### src/rtl/pellet_eater.sv
// Port-B initiator for the pellet map: counts pellets after reset, then
// services tile-entry requests by reading and, if set, clearing the cell.
module pellet_eater #(
  parameter int POINTS  = 10,
  parameter int SCORE_W = 16
) (
  input  logic               clk,
  input  logic               reset,
  input  logic               tile_valid,
  input  logic [4:0]         tile_x,
  input  logic [4:0]         tile_y,
  output logic               tile_ready,
  output logic [4:0]         mem_x,
  output logic [4:0]         mem_y,
  output logic               mem_clear,
  input  logic               mem_rd,
  output logic               eaten,
  output logic [SCORE_W-1:0] score,
  output logic [10:0]        remaining,
  output logic               scan_done,
  output logic               level_clear
);

  typedef enum logic [2:0] {SCAN, SCAN_TAIL, IDLE, READ, CHECK, EAT} state_t;

  localparam int SW = SCORE_W + 32;
  localparam logic [SW-1:0] SCORE_MAX = SW'({SCORE_W{1'b1}});

  state_t             state;
  logic [9:0]         cnt;
  logic [SW-1:0]      score_sum;
  logic [SCORE_W-1:0] score_inc;
  logic [10:0]        rem_scan;
  logic [10:0]        rem_dec;

  // Wide add so any POINTS value saturates correctly.
  assign score_sum = SW'(score) + SW'(POINTS);
  assign score_inc = (score_sum > SCORE_MAX) ? {SCORE_W{1'b1}} : score_sum[SCORE_W-1:0];
  assign rem_scan  = remaining + 11'(mem_rd);
  assign rem_dec   = (remaining == 11'd0) ? 11'd0 : remaining - 11'd1;

  always_ff @(posedge clk) begin
    if (reset) begin
      state       <= SCAN;
      cnt         <= 10'd0;
      tile_ready  <= 1'b0;
      mem_x       <= 5'd0;
      mem_y       <= 5'd0;
      mem_clear   <= 1'b0;
      eaten       <= 1'b0;
      score       <= '0;
      remaining   <= 11'd0;
      scan_done   <= 1'b0;
      level_clear <= 1'b0;
    end else begin
      mem_clear <= 1'b0;
      eaten     <= 1'b0;
      case (state)
        SCAN: begin
          // Read data lags the address by one cycle; nothing valid at cnt==0.
          if (cnt != 10'd0) remaining <= rem_scan;
          cnt <= cnt + 10'd1;
          if (cnt == 10'h3FF) state <= SCAN_TAIL;
          else {mem_y, mem_x} <= cnt + 10'd1;
        end
        SCAN_TAIL: begin
          remaining   <= rem_scan;
          scan_done   <= 1'b1;
          level_clear <= (rem_scan == 11'd0);
          tile_ready  <= (rem_scan != 11'd0);
          state       <= IDLE;
        end
        IDLE: begin
          if (tile_valid && tile_ready) begin
            tile_ready <= 1'b0;
            mem_x      <= tile_x;
            mem_y      <= tile_y;
            state      <= READ;
          end
        end
        READ: state <= CHECK;
        CHECK: begin
          if (mem_rd) begin
            mem_clear <= 1'b1;
            eaten     <= 1'b1;
            state     <= EAT;
          end else begin
            tile_ready <= !level_clear;
            state      <= IDLE;
          end
        end
        EAT: begin
          score     <= score_inc;
          remaining <= rem_dec;
          if (rem_dec == 11'd0) level_clear <= 1'b1;
          tile_ready <= (rem_dec != 11'd0) && !level_clear;
          state      <= IDLE;
        end
        default: state <= SCAN;
      endcase
    end
  end

endmodule

### config.mk
export PLATFORM = sky130hd
export DESIGN_NAME = pellet_eater
export DESIGN_NICKNAME = d
export VERILOG_FILES = /design/src/rtl/pellet_eater.sv
export SDC_FILE = /design/constraint.sdc
export NUM_CORES = 1
export LEC_CHECK = 0
export CAP_MARGIN = 20
export CORE_ASPECT_RATIO = 1.75
export CORE_MARGIN = 10
export CORE_UTILIZATION = 49
export DETAILED_ROUTE_END_ITERATION = 10
export PLACE_DENSITY = 0.88
export SETUP_SLACK_MARGIN = 0.15
export SYNTH_ARGS = -nofsm -noshare
export SYNTH_HDL_FRONTEND = slang
export SYNTH_SLANG_ARGS = --single-unit
export TNS_END_PERCENT = 50
### constraint.sdc
create_clock -name clk -period 2.2 [get_ports clk]
set_clock_uncertainty 0.1 [all_clocks]
set_input_delay 0.44 -clock clk [delete_from_list [all_inputs] [get_ports clk]]
set_output_delay 0.44 -clock clk [all_outputs]
set_load 0.02 [all_outputs]
# Word level (Yosys, flattened, before mapping)
# Cells that the tools add are included.
dict set report word_totals {
  reg_bits 54
  in_bits 14
  out_inout_bits 42
  wordCells 69
}
dict set report classes {
  n_addsub 4
  n_lt_le_gt_ge 1
  n_eq_ne 12
  muxes 20
  bitwise 1
  reduce_logical 21
}
# cell n
set op_table {}
lappend op_table {{logical NOT 11 bit} 3}
lappend op_table {{case mux 11 bit (3 select lines)} 1}
lappend op_table {{2-to-1 mux 11 bit} 2}
lappend op_table {{nonzero test 11 bit} 2}
lappend op_table {{2-to-1 mux 5 bit} 4}
lappend op_table {{case mux 5 bit (2 select lines)} 2}
lappend op_table {{adder 16 x 4 -> 17 bit (second input constant)} 1}
lappend op_table {{greater-than comparator 17 x 16 -> 1 bit (second input constant)} 1}
lappend op_table {{2-to-1 mux 16 bit} 1}
lappend op_table {{case mux 3 bit (5 select lines)} 1}
lappend op_table {{!= test 2 bit (second input constant)} 6}
lappend op_table {{adder 11 x 1 -> 11 bit} 1}
lappend op_table {{subtractor 11 x 1 -> 11 bit (second input constant)} 1}
lappend op_table {{adder 10 x 1 -> 10 bit (second input constant)} 1}
lappend op_table {{equality test 10 bit (second input constant)} 1}
lappend op_table {{nonzero test 10 bit} 1}
lappend op_table {{2-to-1 mux 3 bit} 3}
lappend op_table {{equality test 3 x 2 -> 1 bit (second input constant)} 2}
lappend op_table {{equality test 3 bit (second input constant)} 2}
lappend op_table {{AND reduction 2 bit} 3}
lappend op_table {{AND reduction 3 bit} 2}
lappend op_table {{2-to-1 mux 1 bit} 4}
lappend op_table {{case mux 1 bit (4 select lines)} 1}
lappend op_table {{nonzero test 2 bit} 2}
lappend op_table {{other kinds (9)} 11}

# Logic depth before layout (Yosys ltp)
dict set report logic_depth {
  word_depth 5
  mapped_depth 9
  mapped_depth_nobuf 8
}

# Worst setup path after synthesis
# OpenSTA, ideal clock, no wires.
dict set report synth_timing {
  path_type {reg2reg}
  start {register remaining[0]}
  end {register tile_ready}
  setup_time_ns 0.148
  t_arrival_ns 1.871
  required_ns 1.952
  path_slack_ns 0.081
  stages_incl_launch_ff 9
  n_path_buf 0
  period_less_slack_ns 2.119
  path_cell_list {dfxtp_1 > ha_1 > ha_1 > nand2_1 > nor2_1 > xnor2_1 > nand4_1 > o41ai_1 > o311ai_0}
}
dict set report synth_between {
  elab_chain_len 5
  word_cells_on_any_way 8
  cone_classes {add/sub (2); mux (2); reduce/logical (4)}
}
# item line_no
set synth_rtl {}
lappend synth_rtl {{start: declaration} 19} ;# output logic [10:0] remaining,
lappend synth_rtl {{start signal: assignment} 61} ;# if (cnt != 10'd0) remaining <= rem_scan;
lappend synth_rtl {{start signal: assignment} 67} ;# remaining <= rem_scan;
lappend synth_rtl {{start signal: assignment} 94} ;# remaining <= rem_dec;
lappend synth_rtl {{subtractor 11 x 1 -> 11 bit or logical NOT 11 bit (tied branches)} 40} ;# assign rem_dec = (remaining == 11'd0) ? 11'd0 : remaining - 11'd1;
lappend synth_rtl {{2-to-1 mux 11 bit} 40}
lappend synth_rtl {{nonzero test 11 bit} 96} ;# tile_ready <= (rem_dec != 11'd0) && !level_clear;
lappend synth_rtl {{logical AND 1 bit} 96}
lappend synth_rtl {{case mux 1 bit (4 select lines) *} 58} ;# case (state)
lappend synth_rtl {{end signal: assignment} 70} ;# tile_ready <= (rem_scan != 11'd0);
lappend synth_rtl {{end signal: assignment} 88} ;# tile_ready <= !level_clear;
lappend synth_rtl {{end signal: assignment} 96}
lappend synth_rtl {{end: declaration} 12} ;# output logic tile_ready,
# Mark *: on every way between the ends. The rest lies on a longest branch, timed or not.
# A chain may end at the register's enable or synchronous reset.

# Worst setup path after layout
dict set report layout_timing {
  start {register score[1]}
  end {register score[2]}
}
dict set report layout_between {
  elab_chain_len 3
}
# item line_no
set layout_rtl {}
lappend layout_rtl {{start: declaration} 18} ;# output logic [SCORE_W-1:0] score,
lappend layout_rtl {{start signal: assignment} 93} ;# score <= score_inc;
lappend layout_rtl {{adder 16 x 4 -> 17 bit *} 37} ;# assign score_sum = SW'(score) + SW'(POINTS);
lappend layout_rtl {{greater-than comparator 17 x 16 -> 1 bit} 38} ;# assign score_inc = (score_sum > SCORE_MAX) ? {SCORE_W{1'b1}} : score_sum[SCORE_W-1:0];
lappend layout_rtl {{2-to-1 mux 16 bit *} 38}
# Marked as above.

==> impl_metrics.tcl <==
set metrics [dict create \
    holdWs_ps 353 \
    clockRootBuffer "clkbuf_16" \
    htree_levels 2 \
    synth-seq-cells 54 \
    gp_congestion 0.936 \
    p_int_mw 1.59 \
    startpoint_type "flip-flop" \
    cellPowerDensity_mw_per_mm2 488 \
    dr.pass1.iters 5 \
    ys.flop_type "dfxtp_1" \
    power.share.combinational 0.152 \
    r2r-end "score[2]$_SDFFE_PP0N_" \
    setup_viol 0 \
    cts_sinks 54 \
    crit_cells 8 \
    routed_via_density 6.18 \
    reg2reg_from "score[1]$_SDFFE_PP0N_" \
    maxCapViolCount 0 \
    r2r_setup_slack_ps 20 \
    core-area_sq_mm 0.00681 \
    synth_top_area_frac 0.320 \
    rsz0062_at_grt "true" \
    area_growth_pct 31.3 \
    fp.dieW_microns 82.8 \
    drive_gt1_frac 0.203 \
    slew_headroom 0.713 \
    p_leak_nw 1.59 \
    p_total_mw 2.17 \
    ys_async_sr_fraction 0 \
    r2r.worst_path.cells 8 \
    cts_buffer_depth 2 \
    routed_wl_microns 10600 \
    dp_cells 592 \
    final_util 0.652 \
    cp_slowest_stage_delay_ps 360 \
    drc_errors 0 \
    setup_tns_ps 0 \
    holdCritStartpoint "mem_x[2]$_SDFFE_PP0P_" \
    grt_max_degree 29 \
    synth_nets 471 \
    synth_top_cell_by_area "dfxtp_1" \
    place_hpwl_microns 7050 \
    cts_tree "done" \
    fin_crit_ps 2180 \
    slowest_stage "dfxtp_2" \
    ctsHoldBuffers 0 \
    ios 56 \
    gr-usage-all-layers 0.186 \
    ir_drop_uv 356 \
    yosys_warnings 0 \
    ys_types 62 \
    cts-buffers-inserted 5 \
    fp.dieArea_sq_mm 0.0108 \
    crit_family "simple AND/OR/NAND/NOR gates" \
    port_buffers 55 \
    switchingPower_mw 0.577 \
    path_clk_slew_ps 70 \
    fin_cells 602 \
    end_kind "flip-flop" \
    cp.arrival_ps 2290 \
    initial_utilization 0.497 \
    path_class "flip-flop to flip-flop" \
    crit_required_ps 2300 \
    synth.avg_cell_area_sq_um 7.51 \
    max_freq_mhz 458 \
    status "finished, final reports clean" \
    worstMarginPinSlew_ps 427 \
    worst-path-buf-inv 1 \
    grt_first_pass_wirelength_microns 16200 \
    num_vias 3718 \
    seqPwrFrac 0.466 \
    worstPathCellList "ha_1 -> buf_4 -> nor2_2 -> nor2_1 -> xnor2_1 -> nor4_1 -> a31oi_1 -> a211oi_1" \
    syn_area_sq_mm 0.00338 \
    fin_nets 538 \
    hold_depth 2 \
    syn_inst 450 \
    synth_seq_area_share 0.320 \
    ant_nets 0 \
    crit_fanout 5 \
    fp.dieH_microns 130 \
    swShare 0.267 \
    finalCritPeriodShare 0.992 \
    grt_antenna_before_repair 0 \
    rows 40 \
    n_antenna_cell 0 \
    dr.first_iter.drc_count 311 \
    final_hold_viol_count 0 \
    avgRoutedWirePerCell_microns 17.7 \
    holdPathEnd "mem_x[2]$_SDFFE_PP0P_" \
    synth-edff-count 0 \
    slew_violations 0 \
    insertion_delay_ps 300 \
    p_clk_frac 0.382 \
    grt_pass1_vias 3530 \
    grt-ovfl-total 0 \
    hold_class "flip-flop to flip-flop" \
    yosys-top-cells-area "dfxtp_1, nor2_1, nand2_1" \
]
[cell type report]
cell class | count | area [sq um]
Clock buffer | 6 | 139
Clock inverter | 2 | 12.5
Fill cell | 572 | 2370
Inverter | 13 | 48.8
Multi-Input combinational cell | 351 | 2210
Sequential cell | 54 | 1100
Tap cell | 84 | 105
Timing Repair Buffer | 92 | 826
[power by group through the flow]
stage | clock network (mW) | logic (mW) | registers (mW)
floorplan | 0 | 0.163 | 1.04
global placement | 0 | 0.277 | 1.03
detailed placement | 0 | 0.284 | 1.03
CTS | 0.833 | 0.295 | 1.01
global route | 0.862 | 0.355 | 1.01
finish | 0.828 | 0.329 | 1.01
[cells in the final DEF (no fill, tap or decap), types with 6 or more instances in the layout]
cell / Yosys / routed
o211ai_1: 11 / 11
xor2_1: 13 / 13
xnor2_1: 13 / 13
a31oi_1: 6 / 6
inv_1: 13 / 13
nand3_1: 19 / 18
nor2_1: 57 / 55
buf_4: 1 / 36
clkdlybuf4s50_1: 0 / 53
a211oi_1: 8 / 8
a21oi_1: 31 / 29
nor3_1: 26 / 21
nor3_2: 2 / 6
dfxtp_1: 54 / 43
o21ai_0: 24 / 23
dfxtp_2: 0 / 9
nand2_1: 56 / 55
[how the worst max path moves through the flow]
stage / from / end / slack (ps)
global placement: mem_rd / tile_ready$_SDFFE_PP0P_ / -340
finish: score[1]$_SDFFE_PP0N_ / score[2]$_SDFFE_PP0N_ / 20
global route: score[2]$_SDFFE_PP0N_ / score[2]$_SDFFE_PP0N_ / -30
detailed placement: mem_rd / tile_ready$_SDFFE_PP0P_ / -440
CTS: score[2]$_SDFFE_PP0N_ / score[2]$_SDFFE_PP0N_ / 80
floorplan: remaining[1]$_SDFFE_PP0P_ / tile_ready$_SDFFE_PP0P_ / 120
[worst register-to-register path: stages (launching register included)]
cell	delay [ps]
dfxtp_2	360
ha_1	230
buf_4	160
nor2_2	170
nor2_1	100
xnor2_1	140
nor4_1	360
a31oi_1	190
a211oi_1	270
[synthesized netlist by cell type, types with 3 or more instances]
master / n
buf_6: 3
a21oi_1: 31
clkbuf_1: 16
dfxtp_1: 54
a31oi_1: 6
xor2_1: 13
nand2b_1: 5
buf_2: 7
o211ai_1: 11
o21ai_0: 24
nor4_1: 4
inv_1: 13
nand4_1: 3
a211oi_1: 8
o22ai_1: 4
xnor2_1: 13
nor3_1: 26
o31ai_1: 3
ha_1: 7
and3_2: 3
or3_1: 5
nor2_1: 57
nand3_1: 19
nand3b_1: 3
a311oi_1: 6
nand2_1: 56
[sequential cells by signal, summed over array words and instances, names as in the netlist]
| register | flops |
|---|---|
| eaten | 1 |
| mem_x | 5 |
| score | 16 |
| state | 3 |
| remaining | 11 |
| mem_y | 5 |
| cnt | 10 |
| tile_ready | 1 |
| level_clear | 1 |
| scan_done | 1 |
[kinds of logic (layout without fill, tap and decap cells)]
family	count (synthesis)	after routing	synth area share
simple gates	206	207	0.298
buf+inv	46	113	0.0777
mux	1	1	0.00296
compound gates	110	110	0.208
fa+ha+maj	7	7	0.0259
flops	54	54	0.320
xor+xnor	26	26	0.0674
[what timing repair did]
item,CTS,global route
buffers inserted,0,1
pin swaps,9,7
cloned,0,1
gates resized for setup,18,31
endpoints found under the setup margin,25,36
[metal layers]
layer	routed length [microns]	share of wire	global-route usage
met2	5620	0.53	0.324
met1	3790	0.36	0.195
met4	427	0.040	0.112
met5	0	0	0
met3	794	0.075	0.0393
[metrics by stage]
step / setup WS (ps) / instance area, sq um
2_1_floorplan: 120 / 3390
3_3_place_gp: -338 / 4090
3_5_place_dp: -436 / 4090
4_1_cts: 75.8 / 4310
5_1_grt: -28.3 / 4440
6_report: 16.9 / 4440
(Power assumes the default switching activity.)
